### src/rtl/bip2_boot_loader_if.sv
// Host byte link and instruction-memory write port of the BIP2 boot loader.
// The master modport is the loader side and the slave modport is the host/memory side.
interface bip2_boot_loader_if #(
    parameter int OPERAND_ADDRESS_WIDTH  = 11,
    parameter int INSTRUCTION_DATA_WIDTH = 16
);
    logic [7:0]                        load_data_in;
    logic                              load_valid_in;
    logic                              load_ready_out;
    logic [OPERAND_ADDRESS_WIDTH-1:0]  imem_address_out;
    logic [INSTRUCTION_DATA_WIDTH-1:0] imem_data_out;
    logic                              imem_wr_out;

    modport master (
        input  load_data_in,
        input  load_valid_in,
        output load_ready_out,
        output imem_address_out,
        output imem_data_out,
        output imem_wr_out
    );

    modport slave (
        output load_data_in,
        output load_valid_in,
        input  load_ready_out,
        input  imem_address_out,
        input  imem_data_out,
        input  imem_wr_out
    );
endinterface

### src/rtl/bip2_boot_loader.sv
// BIP2 boot sequencer: loads a little-endian {N, N words} byte image into instruction memory,
// then releases the core. The macro BIP2_BOOT_CHECKSUM_EN adds a trailing XOR checksum byte.
module bip2_boot_loader #(
    parameter int OPERAND_ADDRESS_WIDTH  = 11,
    parameter int INSTRUCTION_DATA_WIDTH = 16
) (
    input  logic                      clock_in,
    input  logic                      reset_in,
    bip2_boot_loader_if.master        bus,
    input  logic                      reload_in,
    output logic                      core_reset_out,
    output logic                      busy_out,
    output logic                      error_out
);

    generate
        if (INSTRUCTION_DATA_WIDTH != 16) begin : g_bad_width
            $error("bip2_boot_loader: INSTRUCTION_DATA_WIDTH must be 16");
        end
    endgenerate

    localparam logic [2:0] HDR_LO  = 3'd0;
    localparam logic [2:0] HDR_HI  = 3'd1;
    localparam logic [2:0] WORD_LO = 3'd2;
    localparam logic [2:0] WORD_HI = 3'd3;
    localparam logic [2:0] DRAIN   = 3'd5;
    localparam logic [2:0] RUN     = 3'd6;
    localparam logic [2:0] ERROR   = 3'd7;
`ifdef BIP2_BOOT_CHECKSUM_EN
    localparam logic [2:0] CHK        = 3'd4;
    localparam logic [2:0] AFTER_DATA = CHK;
`else
    localparam logic [2:0] AFTER_DATA = DRAIN;
`endif

    localparam logic [31:0] MAX_WORDS = 32'd1 << OPERAND_ADDRESS_WIDTH;

    logic [2:0]                        state_r, state_s;
    logic [15:0]                       n_r, n_s, n_full_s;
    logic [15:0]                       cnt_r, cnt_s;
    logic [7:0]                        low_r, low_s;
    logic [OPERAND_ADDRESS_WIDTH-1:0]  addr_r, addr_s;
    logic [INSTRUCTION_DATA_WIDTH-1:0] data_r, data_s;
    logic                              wr_r, wr_s;
    logic                              ready_r, ready_s;
    logic                              core_reset_r, core_reset_s;
    logic                              busy_r, busy_s;
    logic                              error_r, error_s;
    logic                              accept_s;
`ifdef BIP2_BOOT_CHECKSUM_EN
    logic [7:0]                        chk_r, chk_s;

    function automatic logic [7:0] chk_update(input logic [7:0] acc, input logic [7:0] data);
        return acc ^ data;
    endfunction
`endif

    assign bus.load_ready_out   = ready_r;
    assign bus.imem_address_out = addr_r;
    assign bus.imem_data_out    = data_r;
    assign bus.imem_wr_out      = wr_r;
    assign core_reset_out       = core_reset_r;
    assign busy_out             = busy_r;
    assign error_out            = error_r;

    // Next-state, capture and registered-output decode.
    always_comb begin
        accept_s = bus.load_valid_in & ready_r;
        n_full_s = {bus.load_data_in, n_r[7:0]};
        state_s  = state_r;
        n_s      = n_r;
        cnt_s    = cnt_r;
        low_s    = low_r;
        addr_s   = addr_r;
        data_s   = data_r;
        wr_s     = 1'b0;
`ifdef BIP2_BOOT_CHECKSUM_EN
        if (accept_s && (state_r != CHK)) begin
            chk_s = chk_update(chk_r, bus.load_data_in);
        end else begin
            chk_s = chk_r;
        end
`endif
        case (state_r)
            HDR_LO: begin
                if (accept_s) begin
                    n_s     = {n_r[15:8], bus.load_data_in};
                    state_s = HDR_HI;
                end else begin
                    state_s = state_r;
                end
            end
            HDR_HI: begin
                if (accept_s) begin
                    n_s = n_full_s;
                    if (32'(n_full_s) > MAX_WORDS) begin
                        state_s = ERROR;
                    end else if (n_full_s == 16'd0) begin
                        state_s = AFTER_DATA;
                    end else begin
                        state_s = WORD_LO;
                    end
                end else begin
                    state_s = state_r;
                end
            end
            WORD_LO: begin
                if (accept_s) begin
                    low_s   = bus.load_data_in;
                    state_s = WORD_HI;
                end else begin
                    state_s = state_r;
                end
            end
            WORD_HI: begin
                if (accept_s) begin
                    wr_s   = 1'b1;
                    data_s = {bus.load_data_in, low_r};
                    addr_s = cnt_r[OPERAND_ADDRESS_WIDTH-1:0];
                    cnt_s  = cnt_r + 16'd1;
                    if (cnt_r == (n_r - 16'd1)) begin
                        state_s = AFTER_DATA;
                    end else begin
                        state_s = WORD_LO;
                    end
                end else begin
                    state_s = state_r;
                end
            end
`ifdef BIP2_BOOT_CHECKSUM_EN
            CHK: begin
                if (accept_s) begin
                    if (bus.load_data_in == chk_r) begin
                        state_s = DRAIN;
                    end else begin
                        state_s = ERROR;
                    end
                end else begin
                    state_s = state_r;
                end
            end
`endif
            DRAIN: begin
                state_s = RUN;
            end
            RUN, ERROR: begin
                if (reload_in) begin
                    state_s = HDR_LO;
                    n_s     = 16'd0;
                    cnt_s   = 16'd0;
`ifdef BIP2_BOOT_CHECKSUM_EN
                    chk_s   = 8'd0;
`endif
                end else begin
                    state_s = state_r;
                end
            end
            default: begin
                state_s = ERROR;
            end
        endcase

        ready_s = (state_s == HDR_LO) || (state_s == HDR_HI) ||
                  (state_s == WORD_LO) || (state_s == WORD_HI)
`ifdef BIP2_BOOT_CHECKSUM_EN
                  || (state_s == CHK)
`endif
                  ;
        // The core is released only after a full cycle spent in RUN, but is re-held immediately on leaving it.
        core_reset_s = !((state_r == RUN) && (state_s == RUN));
        busy_s       = (state_s != RUN) && (state_s != ERROR);
        error_s      = (state_s == ERROR);
    end

    // State and output registers with synchronous reset.
    always_ff @(posedge clock_in) begin
        if (reset_in) begin
            state_r      <= HDR_LO;
            n_r          <= 16'd0;
            cnt_r        <= 16'd0;
            low_r        <= 8'd0;
            addr_r       <= '0;
            data_r       <= '0;
            wr_r         <= 1'b0;
            ready_r      <= 1'b1;
            core_reset_r <= 1'b1;
            busy_r       <= 1'b1;
            error_r      <= 1'b0;
`ifdef BIP2_BOOT_CHECKSUM_EN
            chk_r        <= 8'd0;
`endif
        end else begin
            state_r      <= state_s;
            n_r          <= n_s;
            cnt_r        <= cnt_s;
            low_r        <= low_s;
            addr_r       <= addr_s;
            data_r       <= data_s;
            wr_r         <= wr_s;
            ready_r      <= ready_s;
            core_reset_r <= core_reset_s;
            busy_r       <= busy_s;
            error_r      <= error_s;
`ifdef BIP2_BOOT_CHECKSUM_EN
            chk_r        <= chk_s;
`endif
        end
    end

endmodule

### src/flat_wrapper.sv
// flat-port wrapper written by rule: the top's interface ports become plain ports
module bip2_boot_loader_flat 
#(
    parameter int OPERAND_ADDRESS_WIDTH  = 11,
    parameter int INSTRUCTION_DATA_WIDTH = 16
)
  (clock_in, reset_in, reload_in, core_reset_out, busy_out, error_out, bus_load_data_in, bus_load_valid_in, bus_load_ready_out, bus_imem_address_out, bus_imem_data_out, bus_imem_wr_out);
  bip2_boot_loader_if #(.OPERAND_ADDRESS_WIDTH(OPERAND_ADDRESS_WIDTH), .INSTRUCTION_DATA_WIDTH(INSTRUCTION_DATA_WIDTH)) bus_i ();
  input  logic clock_in;
  input  logic reset_in;
  input  logic reload_in;
  output logic core_reset_out;
  output logic busy_out;
  output logic error_out;
  input wire logic [$bits(bus_i.load_data_in)-1:0] bus_load_data_in;
  input wire logic [$bits(bus_i.load_valid_in)-1:0] bus_load_valid_in;
  output wire logic [$bits(bus_i.load_ready_out)-1:0] bus_load_ready_out;
  output wire logic [$bits(bus_i.imem_address_out)-1:0] bus_imem_address_out;
  output wire logic [$bits(bus_i.imem_data_out)-1:0] bus_imem_data_out;
  output wire logic [$bits(bus_i.imem_wr_out)-1:0] bus_imem_wr_out;
  assign bus_i.load_data_in = bus_load_data_in;
  assign bus_i.load_valid_in = bus_load_valid_in;
  assign bus_load_ready_out = bus_i.load_ready_out;
  assign bus_imem_address_out = bus_i.imem_address_out;
  assign bus_imem_data_out = bus_i.imem_data_out;
  assign bus_imem_wr_out = bus_i.imem_wr_out;
  bip2_boot_loader #(.OPERAND_ADDRESS_WIDTH(OPERAND_ADDRESS_WIDTH), .INSTRUCTION_DATA_WIDTH(INSTRUCTION_DATA_WIDTH)) u_core (.clock_in(clock_in), .reset_in(reset_in), .bus(bus_i), .reload_in(reload_in), .core_reset_out(core_reset_out), .busy_out(busy_out), .error_out(error_out));
endmodule
### config.mk
export PLATFORM = sky130hd
export DESIGN_NAME = bip2_boot_loader_flat
export DESIGN_NICKNAME = d
export VERILOG_FILES = /design/src/rtl/bip2_boot_loader_if.sv /design/src/rtl/bip2_boot_loader.sv /design/src/flat_wrapper.sv
export SDC_FILE = /design/constraint.sdc
export NUM_CORES = 1
export LEC_CHECK = 0
export ABC_CLOCK_PERIOD_IN_PS = 3500
export BUFFER_PORTS_ARGS = -buffer_cell sky130_fd_sc_hd__buf_2
export CAP_MARGIN = 20
export CORE_MARGIN = 4
export CORE_UTILIZATION = 35
export DETAILED_ROUTE_END_ITERATION = 10
export PLACE_DENSITY = 0.55
export SETUP_SLACK_MARGIN = 0.3
export SYNTH_ARGS = -nofsm -noshare
export SYNTH_HDL_FRONTEND = slang
export SYNTH_SLANG_ARGS = --single-unit
### constraint.sdc
create_clock -name clock_in -period 3.5 [get_ports clock_in]
set_input_delay 0.35 -clock clock_in [delete_from_list [all_inputs] [get_ports clock_in]]
set_output_delay 0.35 -clock clock_in [all_outputs]
set_load 0.03 [all_outputs]
==> Flow_metrics.wiki <==
{| class="wikitable"
! Metric !! Value
|-
| Netlist cell types || 42
|-
| Overall die height || 107 um
|-
| Maximum clock frequency || 333 MHz
|-
| Critical path capture point type || register
|-
| Quantity of gates resized following cts || 0
|-
| Deepest clock path buffer count || 2
|-
| Worst VDD drop || 220 uV
|-
| Synth-to-Final Area Change || 17.5%
|-
| Maximum number of pins on one net before global-route repair || 60
|-
| Required time at the worst-slack endpoint || 3750 ps
|-
| Count of flip-flops with a built-in enable after synthesis || 0
|-
| Final cycle utilization of the critical path || 0.858
|-
| Hold path endpoint || u_core.bus.imem_data_out[9]$_SDFFE_PP0P_
|-
| Routed WL || 8420 um
|-
| Most used DFF post-synth || dfxtp_1
|-
| Cts hold-fix bufs || 0
|-
| R2r startpoint || u_core.n_r[0]$_SDFFE_PP0P_
|-
| Net Switching || 0.614 mW
|-
| Number of top-level design ports || 44
|-
| Relative slew margins || 0.411
|-
| Final Util || 0.427
|-
| Final Hold Fails || 0
|-
| Residual DRC count || 0
|-
| Total number of vias || 2969
|-
| Mean instance size in the synthesized netlist || 7.96 um2
|-
| Number of buffers inserted by port buffering || 43
|-
| FF+latch count, synth || 75
|-
| Horizontal extent of the die || 107 um
|-
| Class of the most critical setup path || reg -> reg
|-
| Startpoint of the tightest hold check path || bus_load_data_in[1]
|-
| Power share of the combinational group || 0.172
|-
| Count of buffers added by post-CTS timing repair for setup || 0
|-
| Share of total power in sequential cells || 0.420
|-
| Length in cells of the worst reg-to-reg path || 9
|-
| Avg WL per Cell || 14.1 um
|-
| Result of the run || complete, no violations
|-
| Starting utilization of the core area || 0.364
|-
| Slowest cell on the critical path || or4_4
|-
| Delay contributed by the slowest stage of the critical path || 530 ps
|-
| Clock slew at reported path FFs || 90 ps
|-
| Via count of the first global-routing pass || 2778
|-
| Met2 routed wirelength || 3730 um
|-
| Row Count || 35
|-
| Worst min-delay path class || in -> reg
|-
| Worst Setup Start Kind || register
|-
| Diodes inserted || 0
|-
| Cell breakdown of the critical path || inv_1, ha_1, nor3b_1, nand2_1, or3_1, xnor2_1, or4_4, or4_4, o21a_1
|-
| Max Transition Viols Final || 0
|-
| Sequential-to-total area share from yosys stat || 0.441
|-
| Number of routed nets with antenna violations || 0
|-
| Clock network latency to the later pin of the worst-skew pair || 360 ps
|-
| Antenna violations before repair || 0
|-
| DR vias/cell || 4.97
|-
| Router iterations before antenna repair || 4
|-
| Cell internal power dissipation || 1.59 mW
|-
| Sum of net half-perimeters after detailed placement || 5890 um
|-
| Final layout net count || 477
|-
| Routed met3 length || 316 um
|-
| Yosys warning total || 0
|-
| Uppermost metal layer occupied by signal nets || met4
|-
| Reg2reg setup slack || 500 ps
|-
| Async set-or-reset flop fraction in the synthesized netlist || 0
|-
| Most frequent cell on the critical path || or4_4
|-
| Buffers and inverters on the worst path || 1
|-
| Total routing usage reported by global routing || 0.155
|-
| Global-route wire length before repair || 14000 um
|-
| Clock period minus final worst setup slack || 3000 ps
|-
| Residual overflow from global routing || 0
|-
| CTS HTree Levels || 3
|-
| Clock share of power || 0.408
|-
| Post-Route M1 WL || 4270 um
|-
| Sinks on Clock Net || 75
|-
| Cell area after synthesis || 3410 um2
|-
| Clock tree from TritonCTS || built
|-
| CP arrival || 3250 ps
|-
| CP delay by family, top || simple AND/OR/NAND/NOR gates
|-
| Root buffer cell || clkbuf_8
|-
| Synthesized netlist cell count || 428
|-
| Number of buffers created by CTS || 9
|-
| Core Footprint || 9370 um2
|-
| Drt first-iter violations || 145
|-
| Cell count of the worst hold path || 3
|-
| Post-Route Skew || 14.3 ps
|-
| Static leakage || 1.49 nW
|-
| Setup repair after global routing missed its margin || false
|-
| Switching portion of total power || 0.279
|-
| Final RePlAce weighted congestion || 0.882
|-
| Count of final setup violators || 0
|-
| Max Cap Violations || 0
|-
| Pwr/cell area || 549 nW/um2
|-
| Sum of negative setup slack || 0 ps
|-
| Pin slew with the least headroom to its limit || 884 ps
|-
| Synthesized Nets || 442
|-
| Capture instance of the worst register-to-register path || u_core.state_r[1]$_SDFF_PP0_
|-
| Share of post-route cells with drive strength above 1 || 0.154
|-
| Largest fanout of any net on the critical path || 7
|-
| Die Outline Area || 11400 um2
|}
through the flow:
stage / setup slack [ps] / area (um2) / cells / hold slack [ps] / power [mW]
final: 496 / 4010 / 597 / 272 / 2.20
after global routing: 359 / 4010 / 597 / 263 / 2.30
after CTS: 485 / 4010 / 597 / 259 / 2.22
after detailed placement: 503 / 3730 / 581 / 444 / 1.32
after floorplan: 682 / 3410 / 428 / 431 / 1.23
after global placement: 578 / 3730 / 581 / 440 / 1.32
power groups by stage:
stage	logic, mW	clock network [mW]	registers, mW
2_1_floorplan	0.292	0	0.934
3_3_place_gp	0.374	0	0.943
3_5_place_dp	0.378	0	0.943
4_1_cts	0.380	0.921	0.923
5_1_grt	0.422	0.952	0.930
6_report	0.379	0.899	0.923
tightest hold or removal path: cells and delay by family:
kind / cells / cell delay, ps
AOI/OAI and AO/OA: 1 / 50
buffers and inverters: 1 / 130
and+or+nand+nor: 1 / 60
kinds of logic after synthesis:
kind of cell | after synthesis | share of synthesized area
mux | 9 | 0.0268
flops | 75 | 0.441
buf+inv | 28 | 0.0308
fa+ha+maj | 2 | 0.00734
simple gates | 204 | 0.280
xor+xnor | 35 | 0.0899
compound gates | 75 | 0.124
cells in the final DEF, fill, tap and decap left out, types with 6 or more instances in the layout:
master	netlist	layout
nand2_1	87	87
dfxtp_1	75	75
a21oi_1	55	55
buf_2	0	43
nor2_1	41	40
nand3_1	26	26
xnor2_1	20	20
xor2_1	15	15
clkbuf_8	0	9
nor3_1	8	8
mux2i_1	8	8
nand2b_1	6	6
or3_1	6	6
synth_stat cells (all sizes together), types with 2 or more instances:
| master | n | area share |
|---|---|---|
| mux2i | 8 | 0.023 |
| ha | 2 | 0.0073 |
| nand4 | 5 | 0.0092 |
| inv | 4 | 0.0044 |
| clkbuf | 24 | 0.026 |
| nand3 | 26 | 0.038 |
| nor3b | 2 | 0.0044 |
| xor2 | 15 | 0.039 |
| nand2 | 87 | 0.096 |
| nand3b | 4 | 0.0088 |
| a21oi | 55 | 0.081 |
| nor3 | 9 | 0.015 |
| nor4 | 6 | 0.015 |
| xnor2 | 20 | 0.051 |
| or4 | 3 | 0.0088 |
| o21ai | 5 | 0.0073 |
| dfxtp | 75 | 0.44 |
| nor2 | 41 | 0.045 |
| a211o | 2 | 0.0051 |
| or2 | 2 | 0.0037 |
| and3 | 4 | 0.0073 |
| o21a | 3 | 0.0066 |
| nand2b | 6 | 0.011 |
| or3 | 6 | 0.011 |
per-layer routing:
metal,global-route usage,vias up
li1,-,1525
met1,0.222,1378
met2,0.233,57
met3,0.0343,9
met4,0.0493,0
met5,0,-
sequential cells by signal (all words and copies together) (netlist names):
signal and flops:
u_core.bus.imem_address_out 11, u_core.bus.imem_data_out 16, u_core.bus.imem_wr_out 1, u_core.bus.load_ready_out 1
u_core.busy_out 1, u_core.cnt_r 16, u_core.core_reset_out 1, u_core.error_out 1
u_core.low_r 8, u_core.n_r 16, u_core.state_r 3
area by class of cell:
class                   instances  area [um2]
clock buffers                   9         124
multi-input cells             325        1800
fillers                       994        5370
inverters                       4        15.0
flip-flops and latches         75        1500
repair buffers                 48         253
well taps                     129         161
clock inverters                 7         146
worst max path at each step:
stage	from	to	slack, ps	depth (start not counted)
after global routing	u_core.n_r[0]$_SDFFE_PP0P_	u_core.state_r[1]$_SDFF_PP0_	360	9
after CTS	u_core.n_r[0]$_SDFFE_PP0P_	u_core.state_r[1]$_SDFF_PP0_	490	9
final	u_core.n_r[0]$_SDFFE_PP0P_	u_core.state_r[1]$_SDFF_PP0_	500	9
after detailed placement	u_core.n_r[0]$_SDFFE_PP0P_	u_core.state_r[1]$_SDFF_PP0_	500	9
after floorplan	u_core.n_r[0]$_SDFFE_PP0P_	u_core.state_r[1]$_SDFF_PP0_	680	9
after global placement	u_core.n_r[0]$_SDFFE_PP0P_	u_core.state_r[1]$_SDFF_PP0_	580	9
No activity file was read; power rests on OpenSTA's default activity.
